`src/rtl/cnn_pkg.sv`:
```
// Shared definitions for the conv-layer pipeline: data width, signed sample
// type, pooled-address sizing and the ReLU/max-pool FSM state encoding.
package cnn_pkg;

  localparam int DATA_W = 16;

  typedef logic signed [DATA_W-1:0] data_t;

  typedef enum logic [1:0] {
    IDLE = 2'd0,
    RUN  = 2'd1,
    DONE = 2'd2
  } state_e;

  // Counter width able to hold 0..n-1; never narrower than one bit.
  function automatic int cnt_w(input int n);
    return (n <= 1) ? 1 : $clog2(n);
  endfunction

  // Width of a flat address into the pooled feature map.
  function automatic int pool_aw(input int oc, input int h, input int w);
    return cnt_w(oc * (h / 2) * (w / 2));
  endfunction

endpackage

```
`src/rtl/pool_linebuf.sv`:
```
// One pooled row of partial maxima: written on even conv rows, read back on
// the following odd row to close each 2x2 window.
module pool_linebuf #(
  parameter int DEPTH = 14,
  parameter int DW    = 16,
  parameter int IW    = 4
) (
  input  logic                 clk,
  input  logic                 we_i,
  input  logic [IW-1:0]        wr_idx_i,
  input  logic signed [DW-1:0] wr_data_i,
  input  logic [IW-1:0]        rd_idx_i,
  output logic signed [DW-1:0] rd_data_o
);

  logic signed [DW-1:0] mem_q [DEPTH];

  // Store the top-row pair maximum for one window.
  // NOTE: the array has no reset; each entry is written on an even row before the odd row reads it.
  always_ff @(posedge clk) begin
    if (we_i) mem_q[wr_idx_i] <= wr_data_i;
  end

  assign rd_data_o = mem_q[rd_idx_i];

endmodule

```
`src/rtl/relu_maxpool_stage.sv`:
```
// ReLU + 2x2/stride-2 max pooling over a raster-ordered conv result stream,
// producing pooled values with a flat write address and a layer-done pulse.
module relu_maxpool_stage
  import cnn_pkg::*;
#(
  parameter int H  = 28,
  parameter int W  = 28,
  parameter int OC = 7,
  parameter int DW = DATA_W,
  parameter int AW = pool_aw(OC, H, W)
) (
  input  logic                 clk,
  input  logic                 rst,
  input  logic                 start,
  input  logic                 in_valid,
  input  logic signed [DW-1:0] in_data,
  output logic                 out_valid,
  output logic [DW-1:0]        out_data,
  output logic [AW-1:0]        out_addr,
  output logic                 busy,
  output logic                 pool_done
);

  localparam int CW = cnt_w(W);
  localparam int RW = cnt_w(H);
  localparam int HW = cnt_w(OC);
  localparam int IW = cnt_w(W / 2);

  localparam logic [CW-1:0] COL_LAST = CW'(W - 1);
  localparam logic [RW-1:0] ROW_LAST = RW'(H - 1);
  localparam logic [HW-1:0] CH_LAST  = HW'(OC - 1);

  state_e               state_q, state_d;
  logic [CW-1:0]        col_q, col_d;
  logic [RW-1:0]        row_q, row_d;
  logic [HW-1:0]        ch_q, ch_d;
  logic signed [DW-1:0] pair_q;
  logic                 out_valid_q;
  logic [DW-1:0]        out_data_q;
  logic [AW-1:0]        out_addr_q;
  logic [AW-1:0]        addr_cnt_q;
  logic                 pool_done_q;

  logic                 arm;
  logic                 beat;
  logic                 last_beat;
  logic                 lb_we;
  logic                 emit;
  logic [IW-1:0]        lb_idx;
  logic signed [DW-1:0] lb_rd;
  logic signed [DW-1:0] pair_max;
  logic signed [DW-1:0] win_max;

  assign arm       = (state_q == IDLE) && start;
  assign beat      = (state_q == RUN) && in_valid;
  assign last_beat = beat && (col_q == COL_LAST) && (row_q == ROW_LAST) && (ch_q == CH_LAST);
  assign lb_we     = beat && col_q[0] && !row_q[0];
  assign emit      = beat && col_q[0] && row_q[0];
  assign lb_idx    = IW'(col_q >> 1);

  // Signed maxima: current pair, then the pair against the stored top row.
  assign pair_max = (pair_q > in_data) ? pair_q : in_data;
  assign win_max  = (lb_rd > pair_max) ? lb_rd : pair_max;

  pool_linebuf #(
    .DEPTH (W / 2),
    .DW    (DW),
    .IW    (IW)
  ) u_linebuf (
    .clk       (clk),
    .we_i      (lb_we),
    .wr_idx_i  (lb_idx),
    .wr_data_i (pair_max),
    .rd_idx_i  (lb_idx),
    .rd_data_o (lb_rd)
  );

  // Next-state logic: arm on start, finish on the final beat of the layer.
  // NOTE: every always_comb output gets a default first so no path infers a latch.
  always_comb begin
    state_d = state_q;
    case (state_q)
      IDLE:    if (start) state_d = RUN;
      RUN:     if (last_beat) state_d = DONE;
      DONE:    state_d = IDLE;
      default: state_d = IDLE;
    endcase
  end

  // Raster position counters: col -> row -> channel, stalled on gaps.
  always_comb begin
    col_d = col_q;
    row_d = row_q;
    ch_d  = ch_q;
    if (arm) begin
      col_d = '0;
      row_d = '0;
      ch_d  = '0;
    end else if (beat) begin
      if (col_q == COL_LAST) begin
        col_d = '0;
        if (row_q == ROW_LAST) begin
          row_d = '0;
          ch_d  = ch_q + 1'b1;
        end else begin
          row_d = row_q + 1'b1;
        end
      end else begin
        col_d = col_q + 1'b1;
      end
    end
  end

  // State, counters, pair register and the registered output stage.
  // NOTE: sequential state uses non-blocking assignments so all flops update from pre-edge values.
  always_ff @(posedge clk or negedge rst) begin
    if (!rst) begin
      state_q     <= IDLE;
      col_q       <= '0;
      row_q       <= '0;
      ch_q        <= '0;
      pair_q      <= '0;
      out_valid_q <= 1'b0;
      out_data_q  <= '0;
      out_addr_q  <= '0;
      addr_cnt_q  <= '0;
      pool_done_q <= 1'b0;
    end else begin
      state_q     <= state_d;
      col_q       <= col_d;
      row_q       <= row_d;
      ch_q        <= ch_d;
      out_valid_q <= emit;
      pool_done_q <= (state_q == DONE);
      if (beat && !col_q[0]) pair_q <= in_data;
      if (arm) begin
        addr_cnt_q <= '0;
      end else if (emit) begin
        out_data_q <= win_max[DW-1] ? '0 : win_max;
        out_addr_q <= addr_cnt_q;
        addr_cnt_q <= addr_cnt_q + 1'b1;
      end
    end
  end

  assign out_valid = out_valid_q;
  assign out_data  = out_data_q;
  assign out_addr  = out_addr_q;
  assign busy      = (state_q == RUN);
  assign pool_done = pool_done_q;

endmodule

```
`config.mk`:
```
export PLATFORM = sky130hd
export DESIGN_NAME = relu_maxpool_stage
export DESIGN_NICKNAME = d
export VERILOG_FILES = /design/src/rtl/cnn_pkg.sv /design/src/rtl/pool_linebuf.sv /design/src/rtl/relu_maxpool_stage.sv
export SDC_FILE = /design/constraint.sdc
export NUM_CORES = 1
export LEC_CHECK = 0
export CORE_ASPECT_RATIO = 1.75
export CORE_UTILIZATION = 30
export DETAILED_ROUTE_END_ITERATION = 10
export MAX_ROUTING_LAYER = met4
export REMOVE_ABC_BUFFERS = 1
export SLEW_MARGIN = 10
export SYNTH_ARGS = -nofsm -noshare
export SYNTH_HDL_FRONTEND = slang
export SYNTH_HIERARCHICAL = 1
export SYNTH_SLANG_ARGS = --single-unit
```
`constraint.sdc`:
```
create_clock -name clk -period 15.6 [get_ports clk]
set_clock_uncertainty 0.1 [all_clocks]
set_input_delay 3.12 -clock clk [delete_from_list [all_inputs] [get_ports clk]]
set_output_delay 3.12 -clock clk [all_outputs]
set_load 0.01 [all_outputs]
```
## After elaboration in Yosys (flattened, before gate mapping)

Memories as Yosys holds them, arrays and structs flattened.
Index checks and enable logic that the tools add are counted.

| cells by class | value |
|---|---|
| bitwise gates (word level) | 1 |
| equality and inequality tests | 7 |
| add/sub/neg operators | 4 |
| reduce and logical (&&, ||, !) cells | 20 |
| mux-type cells | 21 |
| order comparisons | 2 |

Operator list:

| cell | number |
|---|---|
| 2-to-1 mux 5 bit | 7 |
| greater-than comparator 16 bit | 2 |
| 2-to-1 mux 16 bit | 2 |
| 2-to-1 mux 11 bit | 2 |
| 2-to-1 mux 15 bit | 1 |
| 2-to-1 mux 3 bit | 4 |
| adder 11 x 1 -> 11 bit, second input constant | 1 |
| adder 5 x 1 -> 5 bit, second input constant | 2 |
| equality test 5 bit, second input constant | 2 |
| logical AND 1 bit | 9 |
| nonzero test 2 bit | 4 |
| AND reduction 2 bit | 3 |
| 2-to-1 mux 2 bit | 2 |
| case mux 2 bit (2 select lines) | 1 |
| adder 3 x 1 -> 3 bit, second input constant | 1 |
| equality test 3 bit, second input constant | 1 |
| AND reduction 3 bit | 1 |
| equality test 2 x 1 -> 1 bit, second input constant | 1 |
| equality test 2 bit, second input constant | 1 |
| logical NOT 1 bit | 2 |
| logical NOT 2 bit | 1 |
| 2-to-1 mux 1 bit | 2 |
| inequality test 2 x 1 -> 1 bit, second input constant | 1 |
| inequality test 2 bit, second input constant | 1 |
| NOT 1 bit | 1 |

| word-level totals | value |
|---|---|
| memories kept | 1 |
| bits of input ports | 20 |
| memory bits (writable) | 224 |
| bits in registers | 71 |

Memories:

| memory | depth | width | rd ports | clocked after memory_dff | write ports | RTL line | text |
|---|---|---|---|---|---|---|---|
| u_linebuf.mem_q | 14 | 16 | 1 | 0 | 1 | pool_linebuf.sv:16 | `logic signed [DW-1:0] mem_q [DEPTH];` |

## Depth between registers and ports, before layout

Gate-level depths: netlist (run 1).

| depth | value |
|---|---|
| word-level depth | 7 |
| gate-level depth with buffers | 21 |
| mapped depth without buffers | 19 |

## Hierarchy

The synthesis (run 1) kept the hierarchy.

Modules (own cells, without submodules):

| module | instances | seq. area each (µm²) | cells an instance | area an instance (µm²) |
|---|---|---|---|---|
| pool_linebuf | 1 | 6726.5 | 379 | 8600.7 |
| relu_maxpool_stage | 1 | 1751.7 | 432 | 4139.0 |

## Worst setup path before layout (run 1)

Ideal clock, no wire load.

| timing | value |
|---|---|
| path type | input to register |
| start | input port in_data[1] |
| end | register out_data_q[0], in the netlist out_data[0] |
| required time | 15434 ps |
| data arrival time | 7629 ps |
| path buffers | 2 |
| stages on the path | 21 |
| path slack | 7805 ps |
| cell sequence | inv_1 ha_1 nor2b_1 o211ai_1 a21boi_4 or4_4 nand2_4 buf_1 mux2i_1 ha_1 a21o_1 a21o_1 a21o_1 a221oi_1 o211ai_1 a41oi_1 o22ai_1 a41oi_2 nor3b_4 buf_6 a221o_1 |

| between the ends | value |
|---|---|
| cells in the longest elaborated chain, start to end | 5 |

RTL lines:

| element | RTL line | text |
|---|---|---|
| start: declaration | relu_maxpool_stage.sv:16 | `input logic signed [DW-1:0] in_data,` |
| greater-than comparator 16 bit | relu_maxpool_stage.sv:62 | `assign pair_max = (pair_q > in_data) ? pair_q : in_data;` |
| 2-to-1 mux 16 bit (*) | relu_maxpool_stage.sv:62 |  |
| greater-than comparator 16 bit | relu_maxpool_stage.sv:63 | `assign win_max = (lb_rd > pair_max) ? lb_rd : pair_max;` |
| 2-to-1 mux 16 bit (*) | relu_maxpool_stage.sv:63 |  |
| 2-to-1 mux 15 bit (*) | relu_maxpool_stage.sv:139 | `out_data_q <= win_max[DW-1] ? '0 : win_max;` |
| end signal: assignment | relu_maxpool_stage.sv:139 |  |
| end: declaration | relu_maxpool_stage.sv:39 | `logic [DW-1:0] out_data_q;` |

Mark *: on every way between the ends. The rest lies on a longest branch, timed or not.
A chain may end at the register's enable or synchronous reset.

## Worst setup path after layout (run 1)

| timing | value |
|---|---|
| start | input port in_data[1] |
| end | register out_data_q[3], in the netlist out_data[3] |

The elaborated chain is that of the path after synthesis.

==> results_dict.tcl, run 1 <==
set metrics [dict create \
    status "completed" \
    crit_arrival_ps 9220 \
    relSlewSlack_pct 20.8 \
    start_util_pct 30.5 \
    synth_compound_area_share_pct 5.94 \
    placed_area_um2 13900 \
    grt_pass1_wl_um 42300 \
    finalNetCount 928 \
    yosys_warnings 6 \
    dpl_worst_slack_ps 6200 \
    met3_length_um 715 \
    synth-async-reset-ratio_pct 23.8 \
    synth_top_family_by_area "multiplexers" \
    grt_remaining_overflow 0 \
    fin_area_um2 14700 \
    postCtsHoldBufs 0 \
    netlist_area_um2 12700 \
    io_buffers 48 \
    coreArea_um2 41700 \
    synth_cells 811 \
    synthFlopType "edfxtp_1" \
    die_h_um 275 \
    crit_type "input port to flip-flop" \
    numCtsBuffers 25 \
    ys_seq_area_share_pct 66.5 \
    drtPass1Iterations 4 \
    fillers 3936 \
    worstPathMaxFanout 17 \
    dp_hpwl_um 18500 \
    instances_no_fill 1446 \
    ff2ff_path_depth 15 \
    hold-worst-slack_ps 355 \
    seq_area_um2 8480 \
    antenna_found_initial 0 \
    tritoncts "done" \
    drive_gt1_share_pct 17.1 \
    synth_mux_area_share_pct 13.8 \
    clk_latency_ps 530 \
    placedCellCount 1401 \
    fmax_mhz 113 \
    layout_worst_path_cycle_share_pct 56.8 \
    critPathLaunchType "input port" \
    irDropWorstVdd_uv 91.4 \
    synthAdderAreaFrac_pct 3.44 \
    finalCriticalPeriod_ps 8870 \
    die_area_um2 43300 \
    setup_viol 0 \
    worst_pin_slew_ps 1180 \
    end_kind "flip-flop" \
    cts_setup_buffers 0 \
    grt_pass1_vias 7354 \
    synth-edff-count 224 \
    initialDrtViolationCount 416 \
    synth_seq_cells 294 \
    wl_met2_um 15600 \
    powerDensity_nw_per_um2 191 \
    top_layer "met4" \
    chipWidth_um 158 \
    drv_cap 0 \
    cts.path.max_buffers 3 \
    drc 0 \
    multi_input_area_um2 3960 \
    hold_violations 0 \
    ys_types 60 \
    antennaDiodeCount 0 \
    grtUsageTotal_pct 13.3 \
    num_vias 7090 \
    antenna_left 0 \
    h-tree-depth 1 \
    final_core_util_pct 35.3 \
    power_mw 2.82 \
    min_path_type "flip-flop to flip-flop" \
    num_rows 99 \
    cts_resized 0 \
    synth-simple-area-share_pct 7.00 \
    required_ps 15960 \
    wl_per_cell_um 18.8 \
    slew_violations 0 \
    wl_met1_um 10200 \
    io_pins 50 \
    root_buffer "clkbuf_16" \
    place_congestion 0.913 \
    setup_ws_ps 6730 \
    rsz0062_at_grt "no" \
    syn_avg_cell_area_um2 15.7 \
    synthXorXnorAreaFrac_pct 0.619 \
    clock_sinks 294 \
    p_leak_nw 5.27 \
    synthToLayoutAreaGrowth_pct 15.6 \
    wirelength_um 27200 \
    via_per_inst 4.90 \
    grt_max_degree 71 \
    whs_path_depth 1 \
    clkTransAtPathRegs_ps 70 \
    setup_tns_ps 0 \
]
==> metal layers <==
| metal | GRT usage [%] | vias to the layer above |
|---|---|---|
| met4 | 4.83 | 0 |
| met3 | 1.26 | 44 |
| li1 | - | 3267 |
| met2 | 25.6 | 123 |
| met5 | - | - |
| met1 | 13.6 | 3656 |
==> final timing paths <==
check                                  startpoint                 endpoint  slack [ps]
max                                    in_data[1]  out_data[3]$_DFFE_PN0P_        6730
min                        state_q[0]$_DFFE_PN0P_      pool_done$_DFF_PN0_         350
max reg2reg                  col_q[1]$_DFFE_PN0P_  out_data[3]$_DFFE_PN0P_        9460
min reg2reg                state_q[0]$_DFFE_PN0P_      pool_done$_DFF_PN0_         350
max in group asynchronous                     rst     col_q[1]$_DFFE_PN0P_       12100
min in group asynchronous                     rst  out_addr[7]$_DFFE_PN0P_        2620
==> cells in the final DEF, fill, tap and decap left out, types with 9 or more instances in the layout <==
master             n
buf_4             21
mux2i_1           30
edfxtp_1         224
a221o_1           15
mux4_1             9
nor2_1            37
inv_1             37
nand3_1           16
o22ai_1           17
mux2_2            31
mux4_2            39
clkdlybuf4s50_1   47
a21oi_1           33
o21ai_0           11
nand2_1           66
dfrtp_1           68
clkbuf_16         25
nor3_1            17
ha_1              35
==> synthesized netlist by cell type, drive strengths merged (3+ instances only) <==
library cell	count	share of area, %
a21o	8	0.47
a21oi	33	1.3
a221o	15	1.2
a311oi	4	0.27
a41oi	3	0.27
and2	6	0.29
buf	22	1.1
clkbuf	11	0.32
dfrtp	70	14
edfxtp	224	53
ha	35	3.4
inv	37	1.1
mux2	31	2.7
mux2i	30	2.4
mux4	48	8.8
nand2	67	2.0
nand2b	3	0.15
nand3	16	0.63
nand4	7	0.34
nor2	38	1.1
nor2b	3	0.15
nor3	21	0.82
nor3b	5	0.38
nor4	4	0.29
o21ai	13	0.51
o22ai	17	0.83
or3	3	0.15
xnor2	3	0.21
xor2	6	0.41
==> final cells by class <==
class	count	share of cell area, %
timing repair buffer	68	4.27
inverter	38	0.969
tap	555	4.72
sequential	294	57.6
clock inverter	20	1.32
multi-input combinational	446	26.9
clock buffer	25	4.25
==> logic make-up after synthesis <==
kind of cell               after synthesis
DFF                                    294
and+or+nand+nor                        183
AOI/OAI and AO/OA                      109
muxes                                  109
buffers and inverters                   71
adders and majority gates               35
xor gates and xnor gates                 9
other                                    1
==> report_power, final <==
group | switching [mW] | internal, mW | total [mW]
logic | 0.659 | 0.398 | 1.06
clock network | 0.282 | 0.345 | 0.628
registers | 0.0645 | 1.07 | 1.13
==> critical path, cell delays in order <==
cell             delay (ps)
clkdlybuf4s50_1         540
inv_1                    90
ha_1                    310
nor2b_1                 130
o211ai_1                260
a21boi_4                120
or4_4                   540
nand2_4                 260
mux2i_1                 540
ha_1                    250
nand3_1                 110
nor4_1                  380
and2_1                  260
nand3_1                  90
a211oi_1                270
a311oi_1                 90
o21bai_1                190
a41oi_2                 660
nor3b_4                 730
a221o_1                 270
==> state kept, by name, indices dropped and copies added (netlist names) <==
| register | cells |
|---|---|
| out_valid | 1 |
| pair_q | 16 |
| row_q | 5 |
| out_addr | 11 |
| state_q | 2 |
| out_data | 15 |
| u_linebuf/mem_q | 224 |
| addr_cnt_q | 11 |
| col_q | 5 |
| ch_q | 3 |
| pool_done | 1 |
Power figures use the tool's default switching activity.
==> run 2, diff against run 1 <==
==> constraint.sdc (replaced) <==
create_clock -name clk -period 9 [get_ports clk]
set_clock_uncertainty 0.1 [all_clocks]
set_input_delay 1.8 -clock clk [delete_from_list [all_inputs] [get_ports clk]]
set_output_delay 1.8 -clock clk [all_outputs]
set_load 0.01 [all_outputs]
==> results_dict.tcl, run 2 (synthesis gave the netlist of run 1 again) <==
set metrics [dict create \
    num_rows 99 \
    cts_resized 0 \
    die_h_um 275 \
    grt_remaining_overflow 0 \
    min_path_type "flip-flop to flip-flop" \
    coreArea_um2 41700 \
    grt_pass1_wl_um 42600 \
    via_per_inst 4.91 \
    antenna_found_initial 0 \
    drc 0 \
    finalCriticalPeriod_ps 7090 \
    crit_type "input port to flip-flop" \
    max_flop_register "u_linebuf/mem_q" \
    mostFrequentLayoutCells "224 x edfxtp_1, 68 x dfrtp_1, 66 x nand2_1" \
    critPathTopFamily "compound AO/OA/AOI/OAI gates" \
    cp_common_cell "a21o_1" \
    clkTransAtPathRegs_ps 70 \
    worstPathMaxFanout 17 \
    tritoncts "done" \
    clock_sinks 294 \
    antenna_left 0 \
    chipWidth_um 158 \
    path_buf_inv 2 \
    initialDrtViolationCount 425 \
    status "completed" \
    worst_pin_slew_ps 1090 \
    num_vias 7093 \
    slew_violations 0 \
    setup_ws_ps 1910 \
    irDropWorstVdd_uv 163 \
    grt_max_degree 71 \
    fmax_mhz 141 \
    wirelength_um 27500 \
    drv_cap 0 \
    die_area_um2 43300 \
    rsz0062_at_grt "no" \
    io_pins 50 \
    finalNetCount 928 \
    critPathMaxStageDelay_ps 660 \
    drtPass1Iterations 7 \
    wl_met1_um 10000 \
    largest_register_ffs 224 \
    grtUsageTotal_pct 13.5 \
    dpl_worst_slack_ps 1360 \
    numCtsBuffers 24 \
    wl_per_cell_um 19.1 \
    drive_gt1_share_pct 16.5 \
    start_util_pct 30.5 \
    layout_commonest_cell "edfxtp_1" \
    hold_violations 0 \
    crit_arrival_ps 7450 \
    root_buffer "clkbuf_16" \
    postCtsHoldBufs 0 \
    setup_tns_ps 0 \
    cts.path.max_buffers 3 \
    crit_chain "clkdlybuf4s50_1 -> inv_1 -> ha_1 -> nor2b_1 -> o211ai_1 -> a21boi_4 -> or4_4 -> nand2_4 -> mux2i_1 -> ha_1 -> a21o_1 -> a21o_1 -> a21o_1 -> a221oi_1 -> o211ai_1 -> a41oi_1 -> o22ai_1 -> a41oi_2 -> nor3b_4 -> a221o_1" \
    powerDensity_nw_per_um2 331 \
    io_buffers 48 \
    met3_length_um 1120 \
    place_congestion 0.862 \
    top_layer "met4" \
    dp_hpwl_um 18800 \
    end_kind "flip-flop" \
    clk_latency_ps 530 \
    h-tree-depth 1 \
    required_ps 9360 \
    cts_setup_buffers 0 \
    layout_worst_path_cycle_share_pct 78.7 \
    relSlewSlack_pct 27.2 \
    setup_viol 0 \
    critPathLaunchType "input port" \
    wl_met2_um 15400 \
    p_leak_nw 5.26 \
    slowest_stage "nor3b_4" \
    grt_pass1_vias 7392 \
    synthToLayoutAreaGrowth_pct 15.1 \
    antennaDiodeCount 0 \
]
-- run 2: path summary, 6_finish.rpt --
check,from,endpoint,slack (ps),cells past startpoint
min in group asynchronous,rst,out_addr[10]$_DFFE_PN0P_,1280,1
worst min-delay path,state_q[0]$_DFFE_PN0P_,pool_done$_DFF_PN0_,360,1
max in group asynchronous,rst,col_q[1]$_DFFE_PN0P_,6820,1
worst max-delay path,in_data[1],out_data[3]$_DFFE_PN0P_,1910,20
worst min register to register,state_q[0]$_DFFE_PN0P_,pool_done$_DFF_PN0_,360,1
worst max register to register,pair_q[1]$_DFFE_PN0P_,out_data[3]$_DFFE_PN0P_,3360,18
-- run 2: worst register-to-register path: cells and delay by family, from the launching register on --
kind,cells,cell delay (ps)
flops,1,450
compound gates,11,2310
simple gates,4,1600
fa+ha+maj,2,660
mux,1,460
-- run 2: routing by layer --
metal / global-route usage, % / vias to the layer above
met5: - / -
met4: 6.00 / 0
met3: 1.56 / 56
met2: 25.5 / 156
met1: 13.6 / 3624
li1: - / 3257
-- run 2: layout make-up --
type	count	area, um2
Fill cell	3945	27100
Tap cell	555	694
Clock buffer	34	702
Clock inverter	9	47.5
Sequential cell	294	8480
Multi-Input combinational cell	446	3960
Timing Repair Buffer	69	636
Inverter	38	143
-- run 2: per-stage QoR --
step	hold WS (ps)	utilization, %	std cells	instance area [um2]	total power, mW
global route	399	35.1	1445	14700	5.10
detailed placement	350	33.3	1402	13900	3.89
finish	357	35.1	1445	14700	4.85
global placement	324	33.3	1402	13900	3.86
floorplan	318	-	778	12600	3.22
CTS	362	35.1	1445	14700	4.90
-- run 2: power by group --
part / leakage [nW] / internal [mW] / total, mW / switching (mW)
sequential: 2.95 / 1.85 / 1.97 / 0.121
clock: 0.366 / 0.545 / 1.01 / 0.464
combinational: 1.95 / 0.711 / 1.87 / 1.15
==> run 3, diff against run 2 <==
==> constraint.sdc (replaced) <==
create_clock -name clk -period 7.4 [get_ports clk]
set_clock_uncertainty 0.1 [all_clocks]
set_input_delay 1.48 -clock clk [delete_from_list [all_inputs] [get_ports clk]]
set_output_delay 1.48 -clock clk [all_outputs]
set_load 0.01 [all_outputs]
==> results_dict.tcl, run 3 (synthesis gave the netlist of run 1 again) <==
set metrics [dict create \
    status "completed" \
    slew_violations 0 \
    met3_length_um 831 \
    cts_resized 0 \
    power_frac_comb_pct 37.5 \
    p_leak_nw 5.29 \
    layout_commonest_cell "edfxtp_1" \
    setup_tns_ps 0 \
    coreArea_um2 41700 \
    finalCriticalPeriod_ps 6630 \
    required_ps 7770 \
    cts_setup_buffers 0 \
    crit_arrival_ps 7000 \
    place_congestion 0.838 \
    num_rows 99 \
    clkPwrFrac_pct 21.5 \
    initialDrtViolationCount 355 \
    numCtsBuffers 23 \
    drive_gt1_share_pct 16.9 \
    wl_met1_um 10300 \
    whs_path_depth 1 \
    grtUsageTotal_pct 13.5 \
    top_layer "met4" \
    timing.rr.end "out_data[10]$_DFFE_PN0P_" \
    instances_no_fill 1446 \
    worst_pin_slew_ps 1110 \
    grt_pass1_wl_um 42300 \
    drc 0 \
    largest_register_ffs 224 \
    root_buffer "clkbuf_16" \
    grt_remaining_overflow 0 \
    synthToLayoutAreaGrowth_pct 15.6 \
    crit_path_start "in_data[1]" \
    seq_area_um2 8480 \
    powerDensity_nw_per_um2 404 \
    grt_pass1_vias 7310 \
    io_buffers 48 \
    antenna_left 0 \
    rrSetupSlack_ps 1900 \
    cts.path.max_buffers 3 \
    critPathLaunchType "input port" \
    crit_type "input port to flip-flop" \
    drtPass1Iterations 4 \
    fmax_mhz 151 \
    clk_latency_ps 530 \
    finalNetCount 930 \
    grt_max_degree 71 \
    multi_input_area_um2 3960 \
    dpl_worst_slack_ps 280 \
    mostFrequentLayoutCells "224 x edfxtp_1, 68 x dfrtp_1, 66 x nand2_1" \
    antenna_found_initial 0 \
    irDropWorstVdd_uv 207 \
    postCtsHoldBufs 0 \
    cp_common_cell "a21o_1" \
    crit_chain "clkdlybuf4s50_1 -> inv_1 -> ha_1 -> nor2b_1 -> o211ai_1 -> a21boi_4 -> or4_4 -> nand2_4 -> mux2i_1 -> ha_1 -> a21o_1 -> a21o_1 -> a21o_1 -> a221oi_1 -> o211ai_1 -> a41oi_1 -> o22ai_1 -> a41oi_2 -> nor3b_4 -> buf_12 -> a221o_1" \
    h-tree-depth 1 \
    die_h_um 275 \
    placedCellCount 1405 \
    num_vias 7043 \
    hp-start "state_q[0]$_DFFE_PN0P_" \
    setup_ws_ps 770 \
    holdPathEnd "pool_done$_DFF_PN0_" \
    dp_hpwl_um 18800 \
    rsz0062_at_grt "no" \
    critPathMaxStageDelay_ps 540 \
    r2r_start "pair_q[11]$_DFFE_PN0P_" \
    end_kind "flip-flop" \
    wl_met2_um 15600 \
    min_path_type "flip-flop to flip-flop" \
    slowest_stage "or4_4" \
    setup_viol 0 \
    start_util_pct 30.5 \
    switching_power_mw 2.12 \
    drv_cap 0 \
    wirelength_um 27700 \
    layout_worst_path_cycle_share_pct 89.6 \
    worstPathMaxFanout 17 \
    fillers 3948 \
    p_sw_share_pct 35.6 \
    tritoncts "done" \
    via_per_inst 4.87 \
    io_pins 50 \
    chipWidth_um 158 \
    max_flop_register "u_linebuf/mem_q" \
    relSlewSlack_pct 26.2 \
    power_frac_seq_pct 41.0 \
    clkTransAtPathRegs_ps 70 \
    intPower_mw 3.83 \
    clock_sinks 294 \
    ff2ff_path_depth 19 \
    antennaDiodeCount 0 \
    die_area_um2 43300 \
    hold_violations 0 \
    wl_per_cell_um 19.1 \
]
==> run 3: changes by cell type in the layout (fill, tap and decap cells not counted) <==
cell / previous run / this run
clkbuf_1: 5 / 2
clkbuf_16: 26 / 25
clkinv_2: 3 / 4
clkinvlp_4: 2 / 1
buf_4: 22 / 24
buf_12: 0 / 1
inv_4: 1 / 0
bufinv_16: 0 / 2
clkbuf_8: 2 / 3
==> run 3: metal layers <==
metal	track usage [%]	vias up
li1	-	3269
met1	13.9	3583
met2	25.4	146
met3	1.35	45
met4	5.75	0
met5	-	-
==> run 3: worst max-delay path, delay by kind of cell <==
| kind | cells | cell delay [ps] |
|---|---|---|
| AO/OA/AOI/OAI | 11 | 2220 |
| multiplexers | 1 | 430 |
| buffers and inverters | 3 | 810 |
| AND/OR/NAND/NOR | 4 | 1390 |
| adder cells (fa/ha/maj) | 2 | 640 |
==> run 3: cell type report <==
class,instances,share of cell area [%]
clock inverters,10,0.671
inverters,38,0.969
clock buffers,31,4.61
flip-flops and latches,294,57.6
well taps,555,4.72
repair buffers,72,4.55
multi-input cells,446,26.9
==> run 3: worst max path at each step <==
stage / endpoint / slack (ps)
finish: out_data[10]$_DFFE_PN0P_ / 770
detailed placement: out_data[8]$_DFFE_PN0P_ / 280
global route: out_data[3]$_DFFE_PN0P_ / 550
CTS: out_data[10]$_DFFE_PN0P_ / 810
global placement: out_data[2]$_DFFE_PN0P_ / 330
floorplan: out_data[2]$_DFFE_PN0P_ / 1150
==> run 3: power by group through the flow <==
stage / registers, mW / clock network [mW] / logic (mW)
floorplan: 2.49 / 0 / 1.43
global placement: 2.48 / 0 / 2.19
detailed placement: 2.49 / 0 / 2.25
CTS: 2.45 / 1.31 / 2.25
global route: 2.47 / 1.36 / 2.43
finish: 2.44 / 1.28 / 2.23
==> run 3: stage by stage <==
step           power, mW  hold slack (ps)  utilization, %  area, um2
2_1_floorplan       3.92              318               -      12600
3_3_place_gp        4.67              324            33.4      13900
3_5_place_dp        4.73              340            33.4      13900
4_1_cts             6.02              349            35.3      14700
5_1_grt             6.27              367            35.3      14700
6_report            5.96              350            35.3      14700
